**src/rtl/byte_change_uart_tx.sv**
```systemverilog
// Queues every change of a monitored byte and sends each queued byte as a UART 8N1 frame, LSB first.
// Latency: enqueue on the edge that sees the change, pop one edge later, start bit begins after the pop.
// Backpressure: none upstream; changes that arrive while the queue is full are dropped and overflow is set.
module byte_change_uart_tx #(
    parameter int CLKS_PER_BIT = 104,
    parameter int FIFO_DEPTH   = 4
) (
    input  logic                          clk,
    input  logic                          rst_n,
    input  logic [7:0]                    data_in,
    output logic                          tx,
    output logic                          busy,
    output logic [$clog2(FIFO_DEPTH):0]   fifo_level,
    output logic                          overflow
);
    localparam int AW = $clog2(FIFO_DEPTH);
    localparam int CW = $clog2(CLKS_PER_BIT);
    localparam logic [CW-1:0] BAUD_LAST = CW'(CLKS_PER_BIT - 1);
    localparam logic [CW-1:0] BAUD_ONE  = CW'(1);
    localparam logic [AW:0]   PTR_ONE   = (AW+1)'(1);

    localparam logic [1:0] IDLE  = 2'd0;
    localparam logic [1:0] START = 2'd1;
    localparam logic [1:0] DATA  = 2'd2;
    localparam logic [1:0] STOP  = 2'd3;

    logic [7:0]    prev;
    logic          primed;
    logic [7:0]    mem [FIFO_DEPTH];
    logic [AW:0]   wr_ptr;
    logic [AW:0]   rd_ptr;
    logic [1:0]    state;
    logic [CW-1:0] baud_cnt;
    logic [2:0]    bit_idx;
    logic [7:0]    shift;

    logic fifo_empty;
    logic fifo_full;
    logic change;
    logic deq;
    logic enq;

    assign fifo_level = wr_ptr - rd_ptr;
    assign fifo_empty = (wr_ptr == rd_ptr);
    assign fifo_full  = (wr_ptr[AW] != rd_ptr[AW]) && (wr_ptr[AW-1:0] == rd_ptr[AW-1:0]);
    assign change     = primed && (data_in != prev);
    assign deq        = (state == IDLE) && !fifo_empty;
    // A pop on the same edge frees a slot, so a change is accepted even when full.
    assign enq        = change && (!fifo_full || deq);

    always_ff @(posedge clk or negedge rst_n) begin
        if (!rst_n) begin
            prev     <= 8'h00;
            primed   <= 1'b0;
            overflow <= 1'b0;
            wr_ptr   <= '0;
            for (int i = 0; i < FIFO_DEPTH; i++) begin
                mem[i] <= 8'h00;
            end
        end else begin
            if (!primed) begin
                prev   <= data_in;
                primed <= 1'b1;
            end else if (data_in != prev) begin
                prev <= data_in;
            end
            if (enq) begin
                mem[wr_ptr[AW-1:0]] <= data_in;
                wr_ptr              <= wr_ptr + PTR_ONE;
            end
            if (change && !enq) begin
                overflow <= 1'b1;
            end
        end
    end

    always_ff @(posedge clk or negedge rst_n) begin
        if (!rst_n) begin
            state    <= IDLE;
            baud_cnt <= '0;
            bit_idx  <= 3'd0;
            shift    <= 8'h00;
            tx       <= 1'b1;
            busy     <= 1'b0;
            rd_ptr   <= '0;
        end else begin
            case (state)
                IDLE: begin
                    if (deq) begin
                        shift    <= mem[rd_ptr[AW-1:0]];
                        rd_ptr   <= rd_ptr + PTR_ONE;
                        state    <= START;
                        baud_cnt <= '0;
                        tx       <= 1'b0;
                        busy     <= 1'b1;
                    end
                end
                START: begin
                    if (baud_cnt == BAUD_LAST) begin
                        baud_cnt <= '0;
                        bit_idx  <= 3'd0;
                        state    <= DATA;
                        tx       <= shift[0];
                    end else begin
                        baud_cnt <= baud_cnt + BAUD_ONE;
                    end
                end
                DATA: begin
                    if (baud_cnt == BAUD_LAST) begin
                        baud_cnt <= '0;
                        if (bit_idx == 3'd7) begin
                            state <= STOP;
                            tx    <= 1'b1;
                        end else begin
                            shift   <= {1'b0, shift[7:1]};
                            tx      <= shift[1];
                            bit_idx <= bit_idx + 3'd1;
                        end
                    end else begin
                        baud_cnt <= baud_cnt + BAUD_ONE;
                    end
                end
                STOP: begin
                    if (baud_cnt == BAUD_LAST) begin
                        baud_cnt <= '0;
                        state    <= IDLE;
                        busy     <= 1'b0;
                    end else begin
                        baud_cnt <= baud_cnt + BAUD_ONE;
                    end
                end
                default: state <= IDLE;
            endcase
        end
    end
endmodule

```
**config.mk**
```make
export PLATFORM = sky130hd
export DESIGN_NAME = byte_change_uart_tx
export DESIGN_NICKNAME = d
export VERILOG_FILES = /design/src/rtl/byte_change_uart_tx.sv
export SDC_FILE = /design/constraint.sdc
export NUM_CORES = 1
export LEC_CHECK = 0
export ABC_CLOCK_PERIOD_IN_PS = 4240
export CORE_ASPECT_RATIO = 0.5
export CORE_UTILIZATION = 60
export DETAILED_ROUTE_END_ITERATION = 8
export PLACE_DENSITY = 0.82
export SETUP_SLACK_MARGIN = 0.05
export SLEW_MARGIN = 20
export SYNTH_ARGS = -nofsm -noshare
export SYNTH_HDL_FRONTEND = slang
export SYNTH_SLANG_ARGS = --single-unit
```
**constraint.sdc**
```tcl
create_clock -name clk -period 4.24 [get_ports clk]
set_input_delay 0.424 -clock clk [delete_from_list [all_inputs] [get_ports clk]]
set_output_delay 0.424 -clock clk [all_outputs]
set_load 0.005 [all_outputs]
```
==> results of run 1 <==
[cells in the final DEF (no fill, tap or decap), types with 2 or more instances in the layout]
cell,instances
nor2_1,3
dfrtp_1,69
mux2_2,42
and2_1,3
nand4_4,2
o2111ai_4,4
mux4_2,8
o21ai_0,8
inv_1,14
nor3_1,3
ha_1,17
clkbuf_16,9
a22o_1,6
o31ai_1,3
xnor2_1,13
nand2_1,31
nor2b_1,2
nand2b_1,2
a22oi_1,2
clkdlybuf4s50_1,14
nand4_1,5
a21oi_1,6
clkinv_4,2
nand3_1,3
and3_1,3
[through the flow]
stage	instances	hold WS [ns]
3_5_place_dp	363	0.460
4_1_cts	378	0.243
2_1_floorplan	289	0.128
5_1_grt	378	0.286
3_3_place_gp	363	0.450
6_report	378	0.218
[power groups by stage]
stage	Combinational (mW)	Clock (mW)	Sequential [mW]
2_1_floorplan	1.08	0	1.08
3_3_place_gp	1.33	0	1.16
3_5_place_dp	1.37	0	1.18
4_1_cts	1.40	0.753	1.18
5_1_grt	1.52	0.786	1.22
6_report	1.40	0.747	1.19
[synth_stat cells (6+ instances only)]
library cell | instances | area (µm²)
mux2_2 | 42 | 473
dfrtp_1 | 69 | 1730
a21oi_1 | 6 | 30.0
inv_1 | 14 | 52.6
clkbuf_1 | 8 | 30.0
ha_1 | 17 | 213
mux4_2 | 8 | 180
o21ai_0 | 8 | 40.0
xnor2_1 | 13 | 114
a22o_1 | 6 | 52.6
nand2_1 | 31 | 116
[cells by family after synthesis]
family          synth area share
xor+xnor                  0.0380
fa+ha+maj                 0.0637
other cells              0.00103
flops                      0.480
mux                        0.182
buf+inv                   0.0332
compound gates             0.100
simple gates               0.102
[worst paths after layout]
path,startpoint,end,slack (ns),cells past startpoint
setup / recovery,rd_ptr[0],fifo_level[1],1.48,4
hold / removal,rst_n,mem[29],0.22,1
setup reg to reg,rd_ptr[1],mem[2],1.89,6
hold reg to reg,overflow,overflow,0.47,1
max in group asynchronous,rst_n,tx,3.07,2
min in group clk,overflow,overflow,0.47,1
[area by class of cell]
type | count | area [µm²]
multi-input cells | 190 | 1780
flip-flops and latches | 70 | 1750
fillers | 374 | 1530
clock buffers | 10 | 239
repair buffers | 16 | 153
well taps | 73 | 91.3
clock inverters | 5 | 60.1
inverters | 14 | 52.6
[per-layer routing]
layer	GRT usage	vias to the layer above	wire, µm
li1	-	1059	-
met1	0.315	1172	3220
met2	0.421	47	3380
met3	0.0733	13	277
met4	0.105	0	152
met5	0	-	0
[registers in the layout (all words and copies together) (netlist names)]
name,count
primed,1
baud_cnt,7
tx,1
shift,8
state,2
prev,8
mem,32
rd_ptr,3
bit_idx,3
wr_ptr,3
busy,1
overflow,1
==> impl_summary.txt, run 1 <==
----------------------------------------------------
[Status]
  Outcome ... finished, final reports clean

[Setup path]
  Endpoint required time on the critical path ... ~3.8 ns
  Worst path max stage delay ... between 0.7 and 0.8 ns
  Cells along the critical path ... ha_1 > fa_1 > inv_1 > clkdlybuf4s50_1
  Crit path buf inv count ... 2
  Endpoint type of the worst setup path ... output port
  Slowest-stage cell, CP ... dfrtp_1
  Startpoint types ... flop
  Worst setup path category ... flop to output port
  CP Data Arrival Time ... 2.34 ns
  Kind of cell adding the most delay to the critical path ... flip-flops
  Maximum fanout along the worst path ... 11

[GRT]
  Initial antenna violation count ... 0
  GR Overflow Total ... 0
  First-pass GRT wire length ... 12000 µm
  Largest net degree at the start of global routing ... 41
  Total Routing Usage GR ... 0.251
  Via count of the first global-routing pass ... ~2300

[Power]
  Power Total ... approximately 3.3 mW
  Part of the total power dissipated in combinational logic ... 0.419
  Peak ir drop on the vdd network ... 0.437 mV
  Sequential share of power ... 0.356
  Proportion of power drawn by the clock network ... 0.224
  Power spent charging and discharging nets ... 1.18 mW
  Proportion of total power due to net switching ... 0.353
  Internal ... 2.16 mW
  Leakage power of the design ... 1.78 nW
  Areal power density over the cells ... 808 mW/mm²

[Clocking]
  Resize count post-CTS ... 0
  Insertion delay of the later-clocked pin in the worst-skew pair ... 0.33 ns
  Post-CTS setup repair buffer count ... 0
  Number of buffers inserted for hold repair after clock tree synthesis ... 0
  CTS buffer count ... 9
  Root buffer selected by CTS ... clkbuf_16
  Maximum level of the CTS H-tree ... 3
  Clock tree from TritonCTS ... yes
  Number of clock sinks ... 70
  Clock-pin slew on the worst setup and hold paths ... 0.06 ns
  Buffers from clock root to sink, at most ... 2

[Timing]
  Final min period ... 2.76 ns
  Final hold violations ... 0
  RSZ-0062 raised after global routing ... false
  Total negative setup slack ... 0 ns
  Peak Freq ... 362 MHz
  Portion of the clock cycle consumed by the worst path in the final layout ... 0.651
  Total count of max-transition violations in the final report ... 0
  Relative slew margins ... 0.411
  Setup Skew ... approximately 0.0074 ns
  Final worst setup slack ... 1.48 ns
  Worst Tran Pin Value ... roughly 0.88 ns
  Final setup violation count ... 0

[Routing]
  Post-DRT Antenna Nets ... 0
  Routed wire length per instance ... 18.6 µm
  Via count ... around 2300
  DR vias/cell ... a little over 6
  Final routed DRC violation total ... 0
  Final WL ... 7040 µm
  First DRT Iteration DRCs ... around 110
  First drt pass iteration count ... 4

[Final layout]
  Ant. Diodes ... 0
  Signed area change from the synthesized netlist to the final layout ... 13.0%
  Share of layout cells above drive strength 1 ... 0.259
  Post-layout util ... 0.729
  Final Instance Area ... about 0.0041 mm²
  Net count, final ... 329

[Place]
  Final estimated routing congestion in global placement ... between 0.8 and 0.9
  Detailed-placement wirelength estimate ... ~4600 µm
  Instance area at placement ... 0.00383 mm²
  Worst setup slack after placement ... between 1.5 and 2 ns
  Number of port buffers ... 15

[Synth]
  Number of warning messages in the yosys log ... 0
  Synthesized flop and latch total ... 70
  EDFF count, synth ... 0
  Synth Cell Area ... 0.00365 mm²
  Mean Syn Cell Area ... 12.6 µm²
  Synthesized netlist net count ... 317
  Top_reg_cell synth ... dfrtp_1
  Post-synth cell types ... 51
  Part of the Yosys area used for sequential elements ... 0.480
  Post-synthesis async set-or-reset flop share ... 1.00
  Gate Count Post-Synth ... 289

[Die]
  Io pins ... 16
  Initial Utilization ... 0.645
  Die Area ... 0.00642 mm²
  Die width ... 112 µm
  Vertical die dimension ... 57.2 µm
  Placeable core region ... ~0.0057 mm²
  Standard-cell rows ... 19

[Worst hold path]
  Hold crit path type ... primary input to asynchronous set/reset pin

[Run]
  Max-cap violations ... 0

----------------------------------------------------
(Power assumes the default switching activity.)
==> inputs of run 2 (changes only) <==
--- a/config.mk
+++ b/config.mk
@@ -5,7 +5,7 @@
 export SDC_FILE = /design/constraint.sdc
 export NUM_CORES = 1
 export LEC_CHECK = 0
-export ABC_CLOCK_PERIOD_IN_PS = 4240
+export ABC_CLOCK_PERIOD_IN_PS = 2710
 export CORE_ASPECT_RATIO = 0.5
 export CORE_UTILIZATION = 60
 export DETAILED_ROUTE_END_ITERATION = 8
==> constraint.sdc (replaced) <==
create_clock -name clk -period 2.71 [get_ports clk]
set_input_delay 0.271 -clock clk [delete_from_list [all_inputs] [get_ports clk]]
set_output_delay 0.271 -clock clk [all_outputs]
set_load 0.005 [all_outputs]
==> run 2 against run 1 <==
Routed wire length fell by 2.7%. Hold slack got worse by 0.083 ns. Via count rose by 0.39%. Clock skew rose by 0.0016 ns. Clock-buffer cell count did not move. Global-route usage fell by 0.53 points. Clock power rose by 51%. First-iteration DRC count fell by 15%. Utilization rose by 0.11 points. Critical path type unchanged. Largest cell class unchanged.
==> impl_summary.txt, run 2 (synthesized netlist as in run 1, its figures left out) <==
----------------------------------------------------
[Final layout]
  Max FFs per register ... 32 (unchanged)
  Filler cells ... 366 (was 374)
  Net count, final ... 331 (was 329)
  Register bank with the most flops ... mem (unchanged)
  Ant. Diodes ... 0 (unchanged)
  Largest registers ranked by flip-flop count ... mem: 32 flops, prev: 8 flops, shift: 8 flops (unchanged)
  Signed area change from the synthesized netlist to the final layout ... 13.2% (was 13.0%)
  Most common library cell in the layout ignoring fill and taps ... dfrtp_1 (unchanged)
  Commonest non-fill, non-tap cells in the layout ... dfrtp_1, mux2_2, nand2_1 (unchanged)
  Share of layout cells above drive strength 1 ... 0.266 (was 0.259)

[Timing]
  RSZ-0062 raised after global routing ... false (unchanged)
  Relative slew margins ... 0.426 (was 0.411)
  Total negative setup slack ... 0 ns (unchanged)
  Final worst setup slack ... 0.266 ns (was 1.48 ns)
  Portion of the clock cycle consumed by the worst path in the final layout ... 0.902
  Final setup violation count ... 0 (unchanged)
  Total count of max-transition violations in the final report ... 0 (unchanged)
  Final min period ... 2.44 ns
  Peak Freq ... 409 MHz
  Final hold violations ... 0 (unchanged)
  Worst Tran Pin Value ... 0.860 ns (was 0.883 ns)
  Setup Skew ... 0.00897 ns (was 0.00737 ns)

[Run]
  Max-cap violations ... 0 (unchanged)

[Setup path]
  Crit path launch ... wr_ptr[0] (was rd_ptr[0])
  Maximum fanout along the worst path ... 4 (was 11)
  Endpoint required time on the critical path ... 2.44 ns (was 3.82 ns)
  Startpoint types ... flop (unchanged)
  Number of gates on the worst path with buffers counted ... 5 (was 4)
  Cells along the critical path ... inv_1 > ha_1 > fa_1 > xnor2_1 > clkdlybuf4s50_1 (was ha_1 > fa_1 > inv_1 > clkdlybuf4s50_1)
  Worst setup path category ... flop to output port (unchanged)
  Crit path buf inv count ... 2 (unchanged)
  Register-to-Register Path Depth ... 6 (unchanged)
  Slowest-stage cell, CP ... clkdlybuf4s50_1 (was dfrtp_1)
  CP Data Arrival Time ... 2.17 ns (was 2.34 ns)
  Kind of cell adding the most delay to the critical path ... buffers and inverters (was flip-flops)
  Critical path capture point ... fifo_level[2] (was fifo_level[1])
  Reg2Reg Launch Point ... state[0] (was rd_ptr[1])
  Endpoint type of the worst setup path ... output port (unchanged)
  Critical R2R Capture ... shift[4] (was mem[2])
  Worst path max stage delay ... 0.54 ns (was 0.77 ns)
  Reg2Reg Setup Slack ... 0.48 ns (was 1.89 ns)

[Clocking]
  Clock-pin slew on the worst setup and hold paths ... 0.06 ns (about the same)
  Root buffer selected by CTS ... clkbuf_16 (unchanged)
  Clock tree from TritonCTS ... yes (unchanged)
  Number of clock sinks ... 70 (unchanged)
  Buffers from clock root to sink, at most ... 2 (unchanged)
  Post-CTS setup repair buffer count ... 0 (unchanged)
  CTS buffer count ... 9 (unchanged)
  Resize count post-CTS ... 0 (unchanged)
  Number of buffers inserted for hold repair after clock tree synthesis ... 0 (unchanged)
  Maximum level of the CTS H-tree ... 3 (unchanged)
  Insertion delay of the later-clocked pin in the worst-skew pair ... 0.34 ns (was 0.33 ns)

[Routing]
  Final WL ... 6850 µm (was 7040 µm)
  Final routed DRC violation total ... 0 (unchanged)
  Post-DRT Antenna Nets ... 0 (unchanged)
  First DRT Iteration DRCs ... 91 (was 107)
  First drt pass iteration count ... 4 (unchanged)
  DR vias/cell ... 6.04 (was 6.06)
  Routed wire length per instance ... 18.0 µm (was 18.6 µm)
  Via count ... 2300 (was 2291)

[Power]
  Areal power density over the cells ... 1250 mW/mm² (was 808 mW/mm²)
  Peak ir drop on the vdd network ... 0.665 mV (was 0.437 mV)
  Leakage power of the design ... 1.79 nW (was 1.78 nW)

[Place]
  Final estimated routing congestion in global placement ... 0.796 (was 0.812)
  Detailed-placement wirelength estimate ... 4610 µm (was 4650 µm)
  Worst setup slack after placement ... 0.296 ns (was 1.68 ns)
  Number of port buffers ... 15 (unchanged)

[Die]
  Initial Utilization ... 0.645 (unchanged)
  Die width ... 112 µm (unchanged)
  Vertical die dimension ... 57.2 µm (unchanged)
  Standard-cell rows ... 19 (unchanged)
  Placeable core region ... 0.00566 mm² (unchanged)
  Io pins ... 16 (unchanged)
  Die Area ... 0.00642 mm² (unchanged)

[GRT]
  Initial antenna violation count ... 0 (unchanged)
  Largest net degree at the start of global routing ... 71 (was 41)
  Total Routing Usage GR ... 0.246 (was 0.251)
  GR Overflow Total ... 0 (unchanged)
  First-pass GRT wire length ... 11900 µm (was 12000 µm)
  Via count of the first global-routing pass ... 2381 (was 2333)

[Worst hold path]
  Hold crit path type ... primary input to asynchronous set/reset pin (unchanged)

[Status]
  Outcome ... finished, final reports clean (unchanged)

----------------------------------------------------
-- run 2: worst min path at each step --
stage                  start          end  depth (start not counted)
CTS                    rst_n      prev[0]                          2
floorplan              rst_n  baud_cnt[0]                          0
finish                 rst_n      mem[16]                          2
detailed placement  overflow     overflow                          1
global route           rst_n      mem[16]                          2
global placement    overflow     overflow                          1
-- run 2: where the power goes --
group | switching (mW) | total, mW | leakage, nW | internal (mW)
Clock | 0.469 | 1.13 | 0.140 | 0.658
Sequential | 0.286 | 1.77 | 0.845 | 1.48
Combinational | 1.11 | 2.28 | 0.801 | 1.17
Total | 1.86 | 5.18 | 1.79 | 3.32
-- run 2: layout make-up --
type	count	area, µm²	share of cell area
multi-input cells	190	1780	0.430
flip-flops and latches	70	1750	0.424
inverters	14	52.6	0.0127
well taps	73	91.3	0.0221
clock buffers	10	239	0.0578
clock inverters	6	51.3	0.0124
repair buffers	18	168	0.0406
-- run 2: per-stage QoR --
step | std cells | area, µm² | hold slack (ns) | util | power, mW
finish | 381 | 4130 | 0.135 | 0.730 | 5.18
global route | 381 | 4130 | 0.213 | 0.730 | 5.51
CTS | 381 | 4130 | 0.159 | 0.730 | 5.20
detailed placement | 365 | 3840 | 0.456 | 0.679 | 4.04
global placement | 365 | 3840 | 0.447 | 0.679 | 3.91
floorplan | 289 | 3650 | -0.0246 | - | 3.38
-- run 2: worst register-to-register path: cells and delay by family, from the launching register on --
kind                     cells  cell delay, ns
multiplexers                 1            0.39
adder cells (fa/ha/maj)      1            0.39
flip-flops                   1            0.42
AND/OR/NAND/NOR              1            0.15
AO/OA/AOI/OAI                1            0.28
buffers and inverters        2            0.47
-- run 2: layer usage --
| layer | share of wire | up-vias | track usage |
|---|---|---|---|
| li1 | - | 1069 | - |
| met1 | 0.47 | 1181 | 0.326 |
| met2 | 0.47 | 38 | 0.402 |
| met3 | 0.035 | 12 | 0.0606 |
| met4 | 0.018 | 0 | 0.0971 |
| met5 | 0 | - | 0 |
